### src/rtl/cpu_pkg.sv
// Shared types for the ID-stage decode/issue controller: opcode map,
// registered control bundle layout and issue FSM states.
package cpu_pkg;

  localparam int OPC_W = 8;

  localparam logic [OPC_W-1:0] OP_ADD    = 8'h10;
  localparam logic [OPC_W-1:0] OP_ADDI   = 8'h11;
  localparam logic [OPC_W-1:0] OP_SUB    = 8'h12;
  localparam logic [OPC_W-1:0] OP_SUBI   = 8'h13;
  localparam logic [OPC_W-1:0] OP_MULTL  = 8'h14;
  localparam logic [OPC_W-1:0] OP_MULTLI = 8'h15;
  localparam logic [OPC_W-1:0] OP_MULTH  = 8'h16;
  localparam logic [OPC_W-1:0] OP_MULTHI = 8'h17;
  localparam logic [OPC_W-1:0] OP_SHL    = 8'h20;
  localparam logic [OPC_W-1:0] OP_SRAI   = 8'h25;
  localparam logic [OPC_W-1:0] OP_BEQ    = 8'h33;
  localparam logic [OPC_W-1:0] OP_BNE    = 8'h35;
  localparam logic [OPC_W-1:0] OP_BLT    = 8'h37;
  localparam logic [OPC_W-1:0] OP_BGE    = 8'h39;
  localparam logic [OPC_W-1:0] OP_BLTU   = 8'h3B;
  localparam logic [OPC_W-1:0] OP_JMP    = 8'h3D;
  localparam logic [OPC_W-1:0] OP_JMPI   = 8'h3F;
  localparam logic [OPC_W-1:0] OP_LDI    = 8'h81;
  localparam logic [OPC_W-1:0] OP_STI    = 8'h83;
  localparam logic [OPC_W-1:0] OP_LDB    = 8'h85;
  localparam logic [OPC_W-1:0] OP_STB    = 8'h87;

  typedef struct packed {
    logic [OPC_W-1:0] alu_op;
    logic             imm_src;
    logic             rf_we;
    logic             dm_we;
    logic             dm_re;
    logic             mem_src;
    logic             pc_src;
    logic             jmp_src;
    logic             err;
  } ctrl_t;

  typedef enum logic [1:0] {
    RUN  = 2'd0,
    WAIT = 2'd1,
    BR   = 2'd2
  } state_t;

endpackage

### src/rtl/cpu_ctrl_decode.sv
// Combinational opcode decoder producing the control bundle plus the
// multi-cycle class flags the issue FSM needs.
module cpu_ctrl_decode
  import cpu_pkg::*;
(
  input  logic [OPC_W-1:0] opcode,
  output ctrl_t            ctrl,
  output logic             is_mul,
  output logic             is_ld
);

  always_comb begin
    ctrl        = '0;
    ctrl.alu_op = opcode;
    is_mul      = 1'b0;
    is_ld       = 1'b0;
    case (opcode) inside
      [OP_ADD:OP_MULTHI], [OP_SHL:OP_SRAI]: begin
        ctrl.rf_we   = 1'b1;
        ctrl.imm_src = opcode[0];
        is_mul       = (opcode inside {[OP_MULTL:OP_MULTHI]});
      end
      OP_LDB, OP_LDI: begin
        ctrl.imm_src = 1'b1;
        ctrl.rf_we   = 1'b1;
        ctrl.dm_re   = 1'b1;
        ctrl.mem_src = 1'b1;
        is_ld        = 1'b1;
      end
      OP_STB, OP_STI: begin
        ctrl.imm_src = 1'b1;
        ctrl.dm_we   = 1'b1;
      end
      OP_BEQ, OP_BNE, OP_BLT, OP_BGE, OP_BLTU, OP_JMP: begin
        ctrl.pc_src = 1'b1;
      end
      OP_JMPI: begin
        ctrl.pc_src  = 1'b1;
        ctrl.jmp_src = 1'b1;
      end
      default: ctrl.err = 1'b1;
    endcase
  end

endmodule

### src/rtl/cpu_ctrl_issue.sv
// ID-stage issue controller: accepts instructions from fetch, registers the
// decoded bundle, and stalls fetch for multi-cycle ops and unresolved branches.
//   state | meaning
//   RUN   | accepting instructions
//   WAIT  | multi-cycle op in EX, counting down occupancy
//   BR    | branch/jump issued, waiting for br_resolve
module cpu_ctrl_issue
  import cpu_pkg::*;
#(
  parameter int INSTR_W    = 32,
  parameter int OP_W       = 8,
  parameter int OP_LSB     = 24,
  parameter int MUL_CYCLES = 3,
  parameter int LD_CYCLES  = 2
) (
  input  logic               clk,
  input  logic               rst,
  input  logic               instr_valid,
  output logic               instr_ready,
  input  logic [INSTR_W-1:0] instr,
  input  logic               flush,
  input  logic               br_resolve,
  input  logic               err_clr,
  output logic               ctrl_valid,
  output logic [OP_W-1:0]    alu_op,
  output logic               alu_imm_src,
  output logic               rf_write_en,
  output logic               datamem_write_en,
  output logic               datamem_read_en,
  output logic               rf_write_mem_src,
  output logic               pc_src,
  output logic               pc_jmp_src,
  output logic               err,
  output logic               err_sticky,
  output logic               ex_busy
);

  localparam int MAX_CYC = (MUL_CYCLES > LD_CYCLES) ? MUL_CYCLES : LD_CYCLES;
  localparam int CNT_W   = $clog2(MAX_CYC + 1);

  state_t           state_q, state_d;
  logic [CNT_W-1:0] cnt_q, cnt_d;
  ctrl_t            dec, bundle_q;
  logic             is_mul, is_ld, accept, valid_q, sticky_q;
  logic [OPC_W-1:0] opcode;
  logic             unused_instr;

  assign opcode       = OPC_W'(instr[OP_LSB +: OP_W]);
  assign unused_instr = ^instr;

  cpu_ctrl_decode u_decode (
    .opcode (opcode),
    .ctrl   (dec),
    .is_mul (is_mul),
    .is_ld  (is_ld)
  );

  assign instr_ready = (state_q == RUN) & ~flush;
  assign accept      = instr_valid & instr_ready;

  always_comb begin
    state_d = state_q;
    cnt_d   = cnt_q;
    if (flush) begin
      state_d = RUN;
      cnt_d   = '0;
    end else begin
      case (state_q)
        RUN: begin
          if (accept) begin
            if (is_mul && (MUL_CYCLES > 1)) begin
              state_d = WAIT;
              cnt_d   = CNT_W'(MUL_CYCLES - 1);
            end else if (is_ld && (LD_CYCLES > 1)) begin
              state_d = WAIT;
              cnt_d   = CNT_W'(LD_CYCLES - 1);
            end else if (dec.pc_src) begin
              state_d = BR;
            end
          end
        end
        WAIT: begin
          if (cnt_q <= CNT_W'(1)) begin
            state_d = RUN;
            cnt_d   = '0;
          end else begin
            cnt_d = cnt_q - CNT_W'(1);
          end
        end
        BR: begin
          if (br_resolve) state_d = RUN;
        end
        default: begin
          state_d = RUN;
          cnt_d   = '0;
        end
      endcase
    end
  end

  always_ff @(posedge clk or posedge rst) begin
    if (rst) begin
      state_q  <= RUN;
      cnt_q    <= '0;
      valid_q  <= 1'b0;
      bundle_q <= '0;
      sticky_q <= 1'b0;
    end else begin
      state_q <= state_d;
      cnt_q   <= cnt_d;
      valid_q <= accept;
      if (accept) bundle_q <= dec;
      // a new error outranks a simultaneous clear
      if (accept && dec.err) sticky_q <= 1'b1;
      else if (err_clr)      sticky_q <= 1'b0;
    end
  end

  assign ctrl_valid       = valid_q;
  assign alu_op           = OP_W'(bundle_q.alu_op);
  assign alu_imm_src      = bundle_q.imm_src;
  assign rf_write_mem_src = bundle_q.mem_src;
  assign pc_jmp_src       = bundle_q.jmp_src;
  assign err              = bundle_q.err;
  assign rf_write_en      = valid_q & bundle_q.rf_we;
  assign datamem_write_en = valid_q & bundle_q.dm_we;
  assign datamem_read_en  = valid_q & bundle_q.dm_re;
  assign pc_src           = valid_q & bundle_q.pc_src;
  assign err_sticky       = sticky_q;
  assign ex_busy          = (state_q == WAIT);

endmodule
### config.mk
export PLATFORM = sky130hd
export DESIGN_NAME = cpu_ctrl_issue
export DESIGN_NICKNAME = d
export VERILOG_FILES = /design/src/rtl/cpu_pkg.sv /design/src/rtl/cpu_ctrl_decode.sv /design/src/rtl/cpu_ctrl_issue.sv
export SDC_FILE = /design/constraint.sdc
export NUM_CORES = 1
export LEC_CHECK = 0
export ABC_AREA = 0
export CAP_MARGIN = 20
export CORE_ASPECT_RATIO = 1.25
export CORE_UTILIZATION = 35
export DETAILED_ROUTE_END_ITERATION = 10
export MAX_ROUTING_LAYER = met4
export PLACE_DENSITY = 0.72
export SLEW_MARGIN = 20
export SYNTH_ARGS = -nofsm -noshare
export SYNTH_HDL_FRONTEND = slang
export SYNTH_HIERARCHICAL = 1
export SYNTH_SLANG_ARGS = --single-unit
### constraint.sdc
create_clock -name clk -period 1.5 [get_ports clk]
set_input_delay 0.3 -clock clk [delete_from_list [all_inputs] [get_ports clk]]
set_output_delay 0.3 -clock clk [all_outputs]
set_load 0.005 [all_outputs]
* Word level (Yosys, flattened, before mapping)
Cells that the tools add are included.
** Storage, ports and cells
- Word-level logic and storage cells :: 99
- Register bits after elaboration :: 22
- Input port bits :: 38
- Output and inout bits :: 20
** Operators by class
- Bitwise logic cells :: 7
- Reduce and logical (&&, ||, !) cells :: 12
- Magnitude comparators :: 6
- Mux-type cells :: 41
- Equal/unequal tests :: 19
- Add/subtract/negate cells :: 1
** Operators by type and width (count)
- $eq A8 B6 Y1 const B :: 7
- $eq A8 B8 Y1 const B :: 4
- $mux W2 :: 14
- $mux W1 :: 25
- $ge A8 B5 Y1 const B :: 2
- $pmux W2 S3 :: 2
- $ge A8 B6 Y1 const B :: 1
- $le A8 B5 Y1 const B :: 1
- $le A8 B6 Y1 const B :: 1
- $and A1 B1 Y1 :: 6
- $ne A3 B3 Y1 const B :: 2
- $reduce_or A2 Y1 :: 3
- $reduce_or A6 Y1 :: 1
- $ne A5 B5 Y1 const B :: 1
- $logic_and A1 B1 Y1 :: 4
- $ne A4 B4 Y1 const B :: 1
- $reduce_and A4 Y1 :: 1
- $ne A3 B2 Y1 const B :: 1
- $reduce_and A3 Y1 :: 1
- $eq A2 B1 Y1 const B :: 1
- $eq A2 B2 Y1 const B :: 1
- $le A2 B1 Y1 const B :: 1
- $logic_not A2 Y1 :: 1
- $ne A2 B2 Y1 const B :: 1
- other kinds (3) :: 3

* Logic depth before layout (Yosys ltp)
Gate-level depths: netlist (run 1).
- Depth after elaboration :: 12
- Mapped depth :: 7
- Depth with buffers taken out :: 7

* Cells and area by module
The synthesis (run 1) kept the hierarchy.
** Modules (own cells, without submodules)
- cpu_ctrl_issue :: times used 1, area each 1041.0 sq um, cells an instance 80, seq. area each 550.5 sq um
- cpu_ctrl_decode :: times used 1, area each 211.5 sq um, cells an instance 33, seq. area each 0.0 sq um

* Least setup slack after synthesis (run 1)
No wires, ideal clock.
- Kind :: input to register
- From :: input instr[27]
- To :: register cnt_q[1]
- Stages :: 6
- Path slack :: -0.188 ns
- Data required time :: 1.378 ns
- Arrival :: 1.567 ns
- Path through :: nor2_1 nor4bb_1 nor2_1 o21ai_0 o31ai_1 a32o_1
** Between the ends
- Longest elaborated chain between the ends :: 8
- Elaborated cells between the ends (all ways) :: 21
- Those cells by class :: order compare: 5; eq/ne: 3; mux: 7; reduce/logical: 6
** RTL lines
- start, declared :: RTL line cpu_ctrl_issue.sv:20 : input logic [INSTR_W-1:0] instr,
- $ge A8 B6 Y1 (no line), or another cell as far along
- $logic_and A1 B1 Y1 (no line)
- $reduce_or A2 Y1 :: RTL line cpu_ctrl_decode.sv:17 : case (opcode) inside
- $mux W1 * :: RTL line cpu_ctrl_decode.sv:17
- via is_mul :: RTL line cpu_ctrl_issue.sv:44 : logic is_mul, is_ld, accept, valid_q, sticky_q;
- $mux W2 :: RTL line cpu_ctrl_issue.sv:71 : if (is_mul && (MUL_CYCLES > 1)) begin
- $mux W2 :: RTL line cpu_ctrl_issue.sv:70 : if (accept) begin
- $pmux W2 S3 :: RTL line cpu_ctrl_issue.sv:68 : case (state_q)
- $mux W2 :: RTL line cpu_ctrl_issue.sv:64 : if (flush) begin
- end signal, assigned :: RTL line cpu_ctrl_issue.sv:110 : cnt_q <= cnt_d;
- end, declared :: RTL line cpu_ctrl_issue.sv:42 : logic [CNT_W-1:0] cnt_q, cnt_d;
Mark *: on every way through the listed nets, which the timed path passes. The rest lies on a longest branch. The select of a mux whose other input is x is not followed.
A chain may end at the register's enable or synchronous reset.

* Worst setup path in the final report (run 1)
- From :: input flush
- To :: register bundle_q (netlist bit alu_op[2])
** Between the ends
- Longest elaborated chain between the ends :: 3
** RTL lines
- start, declared :: RTL line cpu_ctrl_issue.sv:21 : input logic flush,
- $not A1 Y1 :: RTL line cpu_ctrl_issue.sv:58 : assign instr_ready = (state_q == RUN) & ~flush;
- $and A1 B1 Y1 :: RTL line cpu_ctrl_issue.sv:58
- $and A1 B1 Y1 :: RTL line cpu_ctrl_issue.sv:59 : assign accept = instr_valid & instr_ready;
- end signal, assigned :: RTL line cpu_ctrl_issue.sv:106 : bundle_q <= '0;
- end signal, assigned :: RTL line cpu_ctrl_issue.sv:112 : if (accept) bundle_q <= dec;
- end, declared :: RTL line cpu_ctrl_issue.sv:43 : ctrl_t dec, bundle_q;
No other way between the ends.

==> metrics, run 1 <==
CP Data Arrival Time=between 1500 and 2000 ps; synth unique cells=35; all-layer global routing usage=0.149; Worst slew margin=0.819; number of port buffers=33; CTS tree=done; placed wire-length estimate=a little under 2000 um; Worst Setup SP=flush; gp weighted congestion=0.773; initial antenna violation count=0; grt total ovfl=0; multiplexer area fraction after synthesis=0.165; post-layout net count=around 200; number of global-route vias before repair=994; H-Tree Depth=1; yosys warns=6; most frequent cell on the critical path=buf_6; Startpoint Class=input pin; fin crit period=roughly 1500 ps; HP Class=in -> async; global-route wire length before repair=approximately 4300 um; Post-Route WL=around 2700 um; core box area=roughly 0.0033 mm^2; Crit Path Category=in -> reg; worst path cell trace=clkdlybuf4s50_1, buf_6, nor3_4, buf_6, mux2_2; number of synthesized flops with an enable pin=0; CTS root buf=clkbuf_8; worst slew pin tran=roughly 270 ps; PD cells=between 700 and 800 mW/mm^2; # diodes=0; post-synthesis register bit count=22; Leak=between 0.8 and 0.9 nW; CP max-delay cell=clkdlybuf4s50_1; Synth Area in XOR/XNOR=0.00699; Initial Utilization=0.378; RSZ-0062 raised after global routing=true; Setup TNS=0 ps; Adder-Cell Fraction of Synth Area=0; Max Root-Sink Buffers=2; remaining antenna violation count=0; final setup violation count=0; fin crit share=0.992; Max Slew Vio Count=0; die area=between 0.003 and 0.004 mm^2; outcome=finished, final reports clean; synthesized area=0.00125 mm^2; drt pass-1 iters=4; Highest Clock Rate=around 670 MHz; Max VDD drop=~600 uV; Layout Skew=approximately 0.84 ps; largest family of logic cells by synthesized area=multiplexers; row cnt=23; compound-gate portion of the synthesized area=0.0699; CTS Hold Bufs=0; routed vias/inst=4.89; FILL cells=268; Mean Syn Cell Area=around 11 um^2; WL/cell=around 14 um; endpoint class of the critical path=register; clk sinks=22; post-synthesis sequential area ratio=0.440; num ports=58; DR vias=between 900 and 1000; cell count after synthesis=between 100 and 150; Clock Latency Late Sink=260 ps; Final Hold Vio Count=0; Worst Hold Slack=~360 ps; slowest stage delay, CP=450 ps; largest net degree at the start of global routing=23; Synth Area in Simple Gates=0.164; Top FF cell, synth=dfrtp_1; Layout Utilization=0.539; Reg-to-Reg Start=state_q[1]; number of max-cap violations=0; Initial DRC Count=13; Multi-input gate area=around 580 um^2; fraction of final layout cells sized beyond drive strength 1=0.417; synthesis-to-layout area growth=42.5%; die width=55.5 um; WP data required=between 1500 and 2000 ps; ys async rst share=1.00; Synthesized Nets=about 150; clk slew on worst S/H paths=80 ps; Storage cell area=551 um^2; Worst Path Max Fanout=10; CTS Buf Count=3; Die Y=between 60 and 70 um; DRC Markers=0
## routing by layer
| layer | part of all wire | GRT usage |
|---|---|---|
| met1 | 0.42 | 0.155 |
| met2 | 0.53 | 0.277 |
| met3 | 0.032 | 0.0205 |
| met4 | 0.020 | 0.0781 |
| met5 | 0 | - |
## per-stage QoR
stage	instances	setup slack (ps)	power, mW	cell area [um^2]
after floorplan	113	-41.7	0.846	1260
after global placement	184	-521	0.965	1630
final	193	12.3	1.40	1780
after CTS	192	-5.57	1.40	1750
after detailed placement	184	-632	0.976	1630
after global routing	193	-53.9	1.46	1780
## cell usage in the layout (no fill, tap or decap), drive strengths merged
cell | synthesis | final
a2111o | 1 | 1
a211o | 1 | 1
a211oi | 1 | 1
a32o | 1 | 1
and2 | 4 | 4
and2b | 1 | 1
and3 | 1 | 1
and3b | 1 | 1
buf | 20 | 29
clkbuf | 2 | 5
clkdlybuf4s15 | 0 | 5
clkdlybuf4s50 | 0 | 19
dfrtp | 22 | 22
dlygate4sd2 | 0 | 7
inv | 5 | 5
mux2 | 16 | 16
nand2 | 7 | 7
nand2b | 2 | 2
nand3 | 2 | 2
nand3b | 1 | 1
nand4 | 1 | 1
nor2 | 8 | 8
nor3 | 4 | 4
nor4bb | 1 | 1
o21ai | 4 | 4
o22ai | 2 | 2
o31ai | 1 | 1
o32ai | 1 | 1
or2b | 1 | 1
or3 | 1 | 1
xnor2 | 1 | 1
## layout make-up
type,count,area share
timing repair buffer,61,0.299
sequential,22,0.309
clock buffer,4,0.0309
inverter,5,0.0105
tap,37,0.0259
multi-input combinational,64,0.325
## logic make-up after synthesis
family | after synthesis
AOI/OAI and AO/OA | 12
xor gates and xnor gates | 1
and+or+nand+nor | 35
muxes | 16
buffers and inverters | 27
DFF | 22
## synthesized netlist by cell type, drive strengths merged (2+ instances only)
master / n / share of area
nand2b: 2 / 0.016
buf: 20 / 0.13
nor2: 8 / 0.026
inv: 5 / 0.015
and2: 4 / 0.020
nand3: 2 / 0.0080
o21ai: 4 / 0.016
mux2: 16 / 0.16
o22ai: 2 / 0.010
clkbuf: 2 / 0.0070
nor3: 4 / 0.025
nand2: 7 / 0.021
dfrtp: 22 / 0.44
## path summary, 6_finish.rpt
| check | end | slack, ps | depth (start not counted) |
|---|---|---|---|
| setup / recovery | alu_op[2] | 10 | 5 |
| hold reg to reg | cnt_q[1] | 500 | 1 |
| max in group asynchronous | alu_op[4] | 920 | 3 |
| setup reg to reg | alu_op[2] | 10 | 5 |
| hold / removal | err | 360 | 3 |
| min in group clk | alu_op[4] | 370 | 2 |
## worst max-delay path: cells and delay by family
kind,cells,cell delay (ps)
mux,1,350
simple gates,1,190
buf+inv,3,800
## state kept, by name, indices dropped and copies added (netlist names)
name and flops:
rf_write_mem_src 1, alu_op 8, err_sticky 1, bundle_q 4, state_q 2, cnt_q 2
err 1, pc_jmp_src 1, alu_imm_src 1, ctrl_valid 1
## power by group
group | switching, mW | leakage (nW) | internal, mW
registers | 0.0256 | 0.282 | 0.640
logic | 0.115 | 0.528 | 0.196
clock network | 0.191 | 0.0288 | 0.234
total | 0.332 | 0.839 | 1.07
## timing repair
action	in CTS	in global routing
pin swaps	9	10
setup buffers	5	1
gates resized for setup	26	14
setup endpoints to repair	23	25
Power figures use the tool's default switching activity.
==> run 2: changes to the inputs <==
- GPL_TIMING_DRIVEN: not set -> 0
==> run 2 against run 1 <==
The flow now finishes with violations (setup timing). Clock-buffer cell count down 1. Sequential cell count unchanged. Non-clock buffer count up 13. Sequential power about the same. Largest power group unchanged.
==> metrics, run 2 (synthesized netlist as in run 1, its figures left out) <==
Highest Clock Rate=652 MHz (was 672 MHz); Die Y=68.9 um (unchanged); fin crit period=1530 ps (was 1490 ps); row cnt=23 (unchanged); # diodes=0 (unchanged); Crit Path Category=in -> reg (unchanged); pre-CTS setup slack=-766 ps (was -632 ps); Initial DRC Count=20 (was 13); largest net degree at the start of global routing=23 (unchanged); Layout Skew=6.77 ps (was 0.839 ps); max reg flops=8 (unchanged); Worst Path Max Fanout=4 (was 10); FILL cells=272 (was 268); fin crit share=1.02 (was 0.992); Max Slew Vio Count=0 (unchanged); PD cells=821 mW/mm^2 (was 785 mW/mm^2); initial antenna violation count=0 (unchanged); Clock Latency Late Sink=260 ps (about the same); all-layer global routing usage=0.164 (was 0.149); core box area=0.00331 mm^2 (unchanged); HP Class=in -> reg (was in -> async); post-layout net count=208 (was 195); routed vias/inst=4.95 (was 4.89); Max VDD drop=660 uV (was 586 uV); CTS root buf=clkbuf_8 (unchanged); number of port buffers=32 (was 33); final total power=1.60 mW (was 1.40 mW); clk sinks=22 (unchanged); CP Data Arrival Time=1690 ps (was 1640 ps); sequential power share=0.417 (was 0.475); CTS tree=done (unchanged); Worst slew margin=0.437 (was 0.819); most frequent cells in the layout=buf_4, dfrtp_1, mux2_4, dlygate4sd2_1, clkdlybuf4s50_1 (was buf_4, dfrtp_1, clkdlybuf4s50_1, mux2_4, mux2_2); die width=55.5 um (unchanged); WL/cell=14.9 um (was 13.9 um); internal power=1.24 mW (was 1.07 mW); clock share of power=0.344 (was 0.303); global-route wire length before repair=4710 um (was 4270 um); grt total ovfl=0 (unchanged); Leak=0.949 nW (was 0.839 nW); DR vias=1019 (was 943); H-Tree Depth=1 (unchanged); Post-Route WL=3080 um (was 2680 um); remaining antenna violation count=0 (unchanged); Max Root-Sink Buffers=2 (unchanged); switching portion of total power=0.224 (was 0.237); number of max-cap violations=0 (unchanged); number of global-route vias before repair=1022 (was 994); num ports=58 (unchanged); RSZ-0062 raised after global routing=true (unchanged); WP data required=1660 ps (was 1650 ps); fraction of final layout cells sized beyond drive strength 1=0.515 (was 0.417); endpoint class of the critical path=register (unchanged); worst slew pin tran=843 ps (was 271 ps); gp weighted congestion=0.710 (was 0.773); Final Hold Vio Count=0 (unchanged); failing checks=setup timing; die area=0.00382 mm^2 (unchanged); commonest non-fill, non-tap cell in the layout=buf_4 (unchanged); Startpoint Class=input pin (unchanged); CTS Buf Count=3 (unchanged); final setup violation count=7 (was 0); Final WS setup=-33.8 ps (was 12.3 ps); DRC Markers=0 (unchanged); synthesis-to-layout area growth=55.7% (was 42.5%); combinational group share of total power=0.240 (was 0.222); Initial Utilization=0.378 (unchanged); outcome=finished, violations left (was finished, final reports clean); switching pwr=0.358 mW (was 0.332 mW); clk slew on worst S/H paths=80 ps (about the same); placed wire-length estimate=1910 um (was 1980 um); drt pass-1 iters=4 (unchanged)
## run 2: layout make-up
| class | count | area (um^2) | share of cell area |
|---|---|---|---|
| buffer | 20 | 159 | 0.0815 |
| clock buffer | 3 | 41.3 | 0.0212 |
| clock inverter | 1 | 30.0 | 0.0154 |
| inverter | 5 | 18.8 | 0.00962 |
| multi-input combinational | 64 | 611 | 0.313 |
| sequential | 22 | 553 | 0.284 |
| tap | 37 | 46.3 | 0.0237 |
| timing repair buffer | 54 | 492 | 0.252 |
## run 2: path summary, 6_finish.rpt
check | startpoint | to | slack [ps] | depth (start not counted)
worst min-delay path | instr[31] | alu_op[7] | 450 | 3
worst min register to register | cnt_q[1] | cnt_q[1] | 510 | 1
max in group asynchronous | rst | state_q[0] | 430 | 2
worst max register to register | state_q[0] | bundle_q[5] | -20 | 5
min in group asynchronous | rst | cnt_q[0] | 500 | 2
worst max-delay path | instr_valid | bundle_q[5] | -30 | 6
## run 2: per-layer routing
| metal | global-route usage | share of wire | vias up |
|---|---|---|---|
| li1 | - | - | 483 |
| met2 | 0.292 | 0.57 | 24 |
| met3 | 0.0187 | 0.030 | 4 |
| met1 | 0.180 | 0.38 | 508 |
| met4 | 0.0969 | 0.014 | 0 |
| met5 | - | 0 | - |
## run 2: power by group through the flow
| stage | clock network (mW) | registers, mW | logic [mW] |
|---|---|---|---|
| after floorplan | 0 | 0.672 | 0.174 |
| after global placement | 0 | 0.675 | 0.319 |
| after detailed placement | 0 | 0.679 | 0.330 |
| after CTS | 0.561 | 0.667 | 0.369 |
| after global routing | 0.589 | 0.675 | 0.413 |
| final | 0.550 | 0.668 | 0.384 |
## run 2: timing repair
action / 4_1_cts / 5_1_grt
buffers inserted: 16 / 5
endpoints found under the setup margin: 35 / 26
hold buffers: 0 / 0
pin swaps: 9 / 7
resized for setup: 54 / 17
cloned: 0 / 1
## run 2: critical path: stages
cell,delay (ps)
clkdlybuf4s50_1,540
nand2b_4,80
nor3_4,180
buf_6,160
clkbuf_16,140
mux2_4,280
## run 2: through the flow
stage | TNS, ps | hold slack (ps) | area [um^2] | cells | utilization
5_1_grt | -566 | 463 | 1950 | 206 | 0.589
6_report | -172 | 454 | 1950 | 206 | 0.589
4_1_cts | -499 | 471 | 1880 | 201 | 0.567
2_1_floorplan | -320 | 289 | 1260 | 113 | -
3_5_place_dp | -10690 | 487 | 1630 | 182 | 0.491
3_3_place_gp | -9780 | 486 | 1630 | 182 | 0.491
==> run 3: changes to the inputs <==
- CORE_UTILIZATION: 35 -> 37
- PLACE_DENSITY: 0.72 -> 0.76
==> run 3 against run 2 <==
The run now ends clean. Clock power shrank 23%. Critical path depth is 4 lower. Clock-buffer cell count is 1 higher. Combinational power barely moved. Clock skew fell by 4.4 ps. Utilization about the same. Critical endpoint is now ex_busy. Largest power group unchanged.
==> metrics, run 3 (synthesized netlist as in run 1, its figures left out) <==
outcome=finished, final reports clean (was finished, violations left); worst path cell trace=and2b_1, dlygate4sd2_1 (was clkdlybuf4s50_1, nand2b_4, nor3_4, buf_6, clkbuf_16, mux2_4); worst slew pin tran=832 ps (was 843 ps); Max Slew Vio Count=0 (unchanged); DR vias=990 (was 1019); Die Y=67.1 um (was 68.9 um); Leak=0.940 nW (was 0.949 nW); grt total ovfl=0 (unchanged); synthesis-to-layout area growth=51.6% (was 55.7%); Post-Place Cells=182 (unchanged); hold endpoint=alu_op[6] (was alu_op[7]); fin crit share=0.977 (was 1.02); Highest Clock Rate=682 MHz (was 652 MHz); initial antenna violation count=0 (unchanged); commonest non-fill, non-tap cell in the layout=buf_4 (unchanged); WL/cell=14.0 um (was 14.9 um); die width=54.0 um (was 55.5 um); Worst slew margin=0.445 (was 0.437); Post-Route WL=2860 um (was 3080 um); R2R Path End=alu_op[5] (was bundle_q[5]); Post-Layout Cell Count=205 (was 206); slowest stage delay, CP=470 ps (was 540 ps); Worst Setup SP=state_q[0] (was instr_valid); number of port buffers=32 (unchanged); Setup TNS=0 ps (was -172 ps); most frequent cells in the layout=buf_4, dfrtp_1, mux2_4, dlygate4sd2_1, clkdlybuf4s50_1 (unchanged); die area=0.00362 mm^2 (was 0.00382 mm^2); CTS tree=done (unchanged); final setup violation count=0 (was 7); Max VDD drop=395 uV (was 660 uV); HP Class=in -> reg (unchanged); # diodes=0 (unchanged); Initial DRC Count=8 (was 20); worst r2r path cells=5 (unchanged); number of global-route vias before repair=1007 (was 1022); remaining antenna violation count=0 (unchanged); DRC Markers=0 (unchanged); CTS Buf Count=3 (unchanged); cell family with most CP delay=flip-flops (was buffers and inverters); Hold Path Origin=instr[30] (was instr[31]); worst path bufs/invs=1 (was 3); row cnt=23 (unchanged); r2r setup slk=70 ps (was -20 ps); gp weighted congestion=0.746 (was 0.710); global-route wire length before repair=4440 um (was 4710 um); Layout Skew=2.41 ps (was 6.77 ps); Initial Utilization=0.389 (was 0.378); endpoint class of the critical path=output pin (was register); Worst Path Max Fanout=7 (was 4); drt pass-1 iters=4 (unchanged); Max Root-Sink Buffers=2 (unchanged); Reg-to-Reg Start=state_q[1] (was state_q[0]); CTS Hold Bufs=0 (unchanged); number of max-cap violations=0 (unchanged); Startpoint Class=register (was input pin); max reg flops=8 (unchanged); fin crit period=1470 ps (was 1530 ps); fraction of final layout cells sized beyond drive strength 1=0.506 (was 0.515); WP data required=1200 ps (was 1660 ps); PD cells=776 mW/mm^2 (was 821 mW/mm^2); CP Data Arrival Time=1170 ps (was 1690 ps); CP max-delay cell=dfrtp_2 (was clkdlybuf4s50_1); num ports=58 (unchanged); largest net degree at the start of global routing=23 (unchanged); routed vias/inst=4.83 (was 4.95); placed wire-length estimate=1820 um (was 1910 um); clk sinks=22 (unchanged); CTS root buf=clkbuf_8 (unchanged); hold path depth=3 (unchanged); core box area=0.00322 mm^2 (was 0.00331 mm^2); all-layer global routing usage=0.176 (was 0.164); Crit Path Category=reg -> out (was in -> reg); Final Hold Vio Count=0 (unchanged); H-Tree Depth=1 (unchanged); clk slew on worst S/H paths=80 ps (about the same); Clock Latency Late Sink=260 ps (about the same); post-layout net count=207 (was 208)
-- run 3: cell types whose count changed in the layout (fill, tap and decap cells not counted), moves of 2 or more --
cell / delta
buf_6: -2
clkbuf_2: +4
clkdlybuf4s15_1: -2
clkdlybuf4s15_2: -2
mux2_2: -2
mux2_4: +2
-- run 3: per-stage QoR --
step           area, um^2  hold WS (ps)   util  power [mW]  setup slack [ps]
2_1_floorplan        1260           289      -       0.846             -41.7
3_3_place_gp         1630           482  0.504       0.995              -749
3_5_place_dp         1630           497  0.504        1.01              -795
4_1_cts              1900           455  0.590        1.49             -40.5
5_1_grt              1900           440  0.589        1.54             -15.9
6_report             1900           442  0.589        1.47              34.4
-- run 3: report_power, final --
part	internal [mW]	switching [mW]	leakage (nW)
combinational	0.250	0.131	0.633
sequential	0.640	0.0268	0.279
clock	0.234	0.190	0.0288
total	1.12	0.348	0.940
-- run 3: final cells by class --
class                   instances  area [um^2]
inverters                       5         18.8
fillers                       273         1320
multi-input cells              64          599
flip-flops and latches         22          553
repair buffers                 53          468
clock buffers                   4         55.1
well taps                      37         46.3
plain buffers                  20          159
-- run 3: how the worst max path moves through the flow --
stage                        to  slack (ps)  cells past startpoint
finish                  ex_busy          30                      2
global route         state_q[0]         -20                      7
CTS                   alu_op[5]         -40                      6
detailed placement   state_q[0]        -800                      6
global placement       cnt_q[1]        -750                      7
floorplan           alu_imm_src         -40                      5
-- run 3: what timing repair did --
item                                    4_1_cts  5_1_grt
endpoints found under the hold margin         0        0
resized for setup                            53       17
buffers inserted                             16        4
endpoints found under the setup margin       35       25
gates cloned                                  1        0
pin swaps                                     9        9
-- run 3: worst register-to-register path, delay by kind of cell, from the launching register on --
| kind | cells | cell delay (ps) |
|---|---|---|
| and+or+nand+nor | 2 | 290 |
| muxes | 1 | 300 |
| buffers and inverters | 2 | 270 |
| DFF | 1 | 440 |
-- run 3: metal layers --
| metal | GRT usage | up-vias | part of all wire |
|---|---|---|---|
| met5 | - | - | 0 |
| met4 | 0.0994 | 0 | 0.016 |
| met3 | 0.0228 | 4 | 0.029 |
| met2 | 0.282 | 23 | 0.54 |
| met1 | 0.208 | 480 | 0.41 |
| li1 | - | 483 | - |
